File: src/rtl/demux5b16_wb.sv
// demux5b16_wb: write-back distributor for the 16-bit relPrime datapath.
// A small in-order FIFO of {selector, data} feeds five destination holding
// registers (A..E), each with its own valid/ack handshake. Illegal
// selectors (5..7) are dropped and flagged on the sticky sel_err output.
// Optional feature macro: DEMUX5B16_ERR_CNT_EN adds a saturating 8-bit
// count of dropped illegal-selector entries on err_cnt.
module demux5b16_wb #(
  parameter int unsigned DEPTH = 2,
  parameter int unsigned WIDTH = 16
) (
  input  logic             CLK,
  input  logic             Reset,
  input  logic [WIDTH-1:0] in_data,
  input  logic [2:0]       in_sel,
  input  logic             in_valid,
  output logic             in_ready,
  output logic [WIDTH-1:0] A_out,
  output logic [WIDTH-1:0] B_out,
  output logic [WIDTH-1:0] C_out,
  output logic [WIDTH-1:0] D_out,
  output logic [WIDTH-1:0] E_out,
  output logic [4:0]       out_valid,
  input  logic [4:0]       out_ack,
  output logic             sel_err,
`ifdef DEMUX5B16_ERR_CNT_EN
  output logic [7:0]       err_cnt,
`endif
  output logic             busy
);

  localparam int unsigned PW    = (DEPTH > 1) ? $clog2(DEPTH) : 1;
  localparam int unsigned CW    = PW + 1;
  localparam int unsigned NDEST = 5;

  // FIFO storage and pointers
  logic [WIDTH-1:0] data_mem [DEPTH];
  logic [2:0]       sel_mem  [DEPTH];
  logic [PW-1:0]    wr_ptr;
  logic [PW-1:0]    rd_ptr;
  logic [CW-1:0]    count;

  // destination holding registers
  logic [WIDTH-1:0] dest_q [NDEST];

  // next-state / control terms
  logic             enq;
  logic             deq;
  logic             deq_legal;
  logic             deq_illegal;
  logic             head_legal;
  logic             head_free;
  logic [2:0]       head_sel;
  logic [WIDTH-1:0] head_data;
  logic [4:0]       load;
  logic [4:0]       valid_nxt;
  logic [CW-1:0]    count_nxt;

  assign head_sel  = sel_mem[rd_ptr];
  assign head_data = data_mem[rd_ptr];

  // Dispatch decision on the FIFO head and next-state computation
  always_comb begin
    enq         = in_valid & in_ready;
    head_legal  = (head_sel < 3'd5);
    head_free   = 1'b0;
    load        = '0;
    for (int i = 0; i < int'(NDEST); i++) begin
      if (head_sel == 3'(i)) begin
        head_free = ~out_valid[i] | out_ack[i];
      end
    end
    deq_legal   = (count != '0) & head_legal & head_free;
    deq_illegal = (count != '0) & ~head_legal;
    deq         = deq_legal | deq_illegal;
    for (int i = 0; i < int'(NDEST); i++) begin
      load[i] = deq_legal & (head_sel == 3'(i));
    end
    // an ack frees the slot unless the same cycle refills it
    valid_nxt   = (out_valid & ~out_ack) | load;
    count_nxt   = count + CW'(enq) - CW'(deq);
  end

  // FIFO write port; contents are only ever read while count is non-zero
  always_ff @(posedge CLK) begin
    if (enq) begin
      data_mem[wr_ptr] <= in_data;
      sel_mem[wr_ptr]  <= in_sel;
    end
  end

  // Control state: pointers, occupancy, handshake flags and status
  always_ff @(posedge CLK) begin
    if (Reset) begin
      wr_ptr    <= '0;
      rd_ptr    <= '0;
      count     <= '0;
      out_valid <= '0;
      in_ready  <= 1'b1;
      busy      <= 1'b0;
      sel_err   <= 1'b0;
    end else begin
      if (enq) begin
        wr_ptr <= wr_ptr + PW'(1);
      end
      if (deq) begin
        rd_ptr <= rd_ptr + PW'(1);
      end
      count     <= count_nxt;
      out_valid <= valid_nxt;
      // in_ready and busy track the registered occupancy one-for-one
      in_ready  <= (count_nxt < CW'(DEPTH));
      busy      <= (count_nxt != '0) | (|valid_nxt);
      if (deq_illegal) begin
        sel_err <= 1'b1;
      end
    end
  end

  // Destination holding registers load on a legal dequeue to that slot
  always_ff @(posedge CLK) begin
    for (int i = 0; i < int'(NDEST); i++) begin
      if (Reset) begin
        dest_q[i] <= '0;
      end else if (load[i]) begin
        dest_q[i] <= head_data;
      end
    end
  end

  assign A_out = dest_q[0];
  assign B_out = dest_q[1];
  assign C_out = dest_q[2];
  assign D_out = dest_q[3];
  assign E_out = dest_q[4];

`ifdef DEMUX5B16_ERR_CNT_EN
  // Saturating count of dropped illegal-selector entries
  always_ff @(posedge CLK) begin
    if (Reset) begin
      err_cnt <= 8'd0;
    end else if (deq_illegal && (err_cnt != 8'hFF)) begin
      err_cnt <= err_cnt + 8'd1;
    end
  end
`endif

endmodule
File: config.mk
export PLATFORM = sky130hd
export DESIGN_NAME = demux5b16_wb
export DESIGN_NICKNAME = d
export VERILOG_FILES = /design/src/rtl/demux5b16_wb.sv
export SDC_FILE = /design/constraint.sdc
export NUM_CORES = 1
export LEC_CHECK = 0
export BUFFER_PORTS_ARGS = -buffer_cell sky130_fd_sc_hd__buf_2
export CORE_ASPECT_RATIO = 2
export CORE_MARGIN = 3
export CORE_UTILIZATION = 57
export CTS_CLUSTER_SIZE = 10
export DETAILED_ROUTE_END_ITERATION = 8
export PLACE_DENSITY = 0.84
export SLEW_MARGIN = 10
export SYNTH_ARGS = -nofsm -noshare
export SYNTH_HDL_FRONTEND = slang
export SYNTH_SLANG_ARGS = --single-unit
File: constraint.sdc
create_clock -name CLK -period 4.8 [get_ports CLK]
set_input_delay 0.48 -clock CLK [delete_from_list [all_inputs] [get_ports CLK]]
set_output_delay 0.48 -clock CLK [all_outputs]
set_load 0.01 [all_outputs]
==> results by group <==
Outcome
  – Status: complete, no violations

STA
  – Final hold vios: 0
  – Slew @ Worst Pin: roughly 900 ps
  – Fin crit share: 67.02%
  – Max Freq: approximately 310 MHz
  – Fin Hold WS: 255.4 ps
  – Final min period: between 3000 and 4000 ps
  – Max-slew violations: 0
  – Final WS setup: about 1600 ps
  – Relative slew slack: between 40 and 50%
  – RSZ-0062 raised after global routing: no
  – Final TNS setup: 0 ps
  – Endpoints failing setup: 0
  – Skew final: roughly 6.5 ps

Worst setup path
  – Setup slack, reg-to-reg: 1580 ps
  – Critical path capture point type: flop
  – Worst Setup Start Kind: flop
  – CP top delay family: simple AND/OR/NAND/NOR gates
  – CP Data Arrival Time: around 3200 ps
  – Worst reg-to-reg path cell count: 6
  – WP data required: about 4800 ps
  – CP bufs+invs: 1
  – Crit path max-delay cell type: o2111ai_2
  – Reg2reg end: dest_q[1][4]
  – Slowest cell delay on critical path: roughly 650 ps
  – Critical path class: reg -> reg
  – Crit-path cells: buf_4 > mux2i_4 > nand4b_1 > o21ai_1 > o2111ai_2 > nand2b_1
  – Worst-path maximum fanout: 27

Cells and area
  – Area growth syn-to-layout: 25.31%
  – Post-route cell area: about 6300 um^2
  – Cell Count, Final, Fillers Out: roughly 570
  – Diode count: 0
  – Share of cells above drive strength 1: between 30% and 40%
  – Final core utilization: about three quarters
  – Layout Nets: ~490

Floorplan
  – Cell Rows: 47
  – Die W: 72.25 um
  – Die span in y: ~140 um
  – Area of the core: approximately 8400 um^2
  – Initial core utilization: 59.50%
  – Die area: around 10000 um^2
  – IO Count: about 120

Detailed routing
  – DR WL/cell: roughly 18 um
  – Average vias per placed instance: between 5 and 6
  – DR iter-0 viols: roughly 330
  – TritonRoute pass-1 iters: 5
  – Via Count: 3115
  – Total wire length: just over 10 mm
  – DRC errors left: 0
  – Post-route ant nets: 0

Yosys
  – Dominant cell type by area after synthesis: edfxtp_1
  – Syn Std Cell Area: roughly 5000 um^2
  – Seq cells post-synth: 131
  – Ranking of synthesized cells by area: edfxtp_1 (71%), nor2_1 (6.8%), dfxtp_1 (5.2%), mux2i_1 (3.6%), or2_2 (2.1%)
  – Post-synth top flop: edfxtp_1
  – Share of the synthesized area in the top cell type: between 70% and 80%
  – Post-synth ARST share: 0%
  – Yosys synthesis warning count: 0
  – Seq/Total Area, Yosys: 76.02%
  – Count leader, synth: edfxtp_1
  – Cell count after synthesis: 335
  – Synth top cells by count: edfxtp_1 (118), nor2_1 (91), mux2i_1 (18)
  – Post-synth EDFFs: 118
  – Syn nets: around 360
  – Netlist cell types: 41
  – Syn_area_per_cell: between 10 and 15 um^2

Worst hold path
  – Worst-case hold path end point: data_mem[1][4]
  – Min-Delay Startpoint: in_data[4]
  – Hold depth: 1
  – Hold Crit Class: in -> reg

Run
  – Max capacitance violation total: 0

Place
  – Pre-CTS setup slack: approximately 1600 ps
  – Port Buffers: between 100 and 150
  – Dpl hpwl: around 7.4 mm
  – Gpl congestion: around 0.92
  – Number of cells after detailed placement: approximately 540
  – DP Area: about 5700 um^2

Clock tree
  – CTS Buf Count: 17
  – Post-cts repair resize count: 0
  – CTS max path bufs: 2
  – Clk root buf: clkbuf_16
  – Worst-path clk slew: 50 ps
  – Hold-fix buffer count after cts: 0
  – Postcts setup bufs: 0
  – H-tree Lvls: 4
  – Clk_lat worst skew: 410 ps
  – TritonCTS clock tree: done
  – Clock sinks: 131

GRT
  – Vias in the first global route: 3163
  – Pin count of the biggest net entering global routing: 34
  – First-pass GRT wire length: ~16 mm
  – Total global-route track usage: between 20% and 30%
  – Grt ovf: 0
  – Initial antenna violation count: 0

Power and ir drop
  – Peak VDD IR: ~0.37 mV
  – Final total power: around 3.4 mW
  – Cell Pwr Density: 545.0 nW/um^2
  – Leakage: about 2.5 nW
-- sequential cells by signal, summed over array words and instances, names as in the netlist, named ones only --
register	cells
sel_mem	6
rd_ptr	1
data_mem	32
in_ready	1
out_valid	5
count	2
dest_q	80
wr_ptr	1
sel_err	1
busy	1
-- routing by layer --
layer	track usage, %	routed length (um)	up-vias
met2	37.18	5682	156
met4	11.60	351	0
met3	6.250	753	31
li1	-	-	1459
met5	0	0	-
met1	22.94	3457	1469
-- cells by family after synthesis --
group	synth area share, %
compound gates	3.126
xor+xnor	0.5252
fa+ha+maj	0.5000
buf+inv	1.325
flops	76.02
mux	4.726
simple gates	13.78
-- layout make-up --
cell class                      count  area (um^2)
Clock buffer                       18        429.2
Clock inverter                     13        183.9
Fill cell                         532         2140
Inverter                            3        11.26
Multi-Input combinational cell    189         1134
Sequential cell                   131         3804
Tap cell                           98        122.6
Timing Repair Buffer              116        585.6
-- report_power, final --
part / switching (mW) / internal [mW]
Clock: 0.456 / 0.865
Combinational: 0.391 / 0.238
Sequential: 0.0527 / 1.41
-- cells in the final DEF (no fill, tap or decap), types with 3 or more instances in the layout --
cell	instances
a21oi_1	5
buf_2	114
bufinv_16	4
clkbuf_16	17
dfxtp_1	13
edfxtp_1	118
inv_1	3
mux2i_1	18
nand2_1	3
nand2b_1	12
nand3_1	4
nand4b_1	3
nor2_1	91
or2_2	17
-- how the worst max path moves through the flow --
stage / to / cells after the start / slack [ps] / from
2_1_floorplan: busy / 12 / 2120 / flop
3_3_place_gp: busy / 13 / 1710 / flop
3_5_place_dp: dest_q[0][14] / 6 / 1570 / flop
4_1_cts: busy / 13 / 1580 / flop
5_1_grt: dest_q[1][3] / 6 / 1370 / flop
6_report: dest_q[1][4] / 6 / 1580 / flop
No activity file was read; power rests on OpenSTA's default activity.
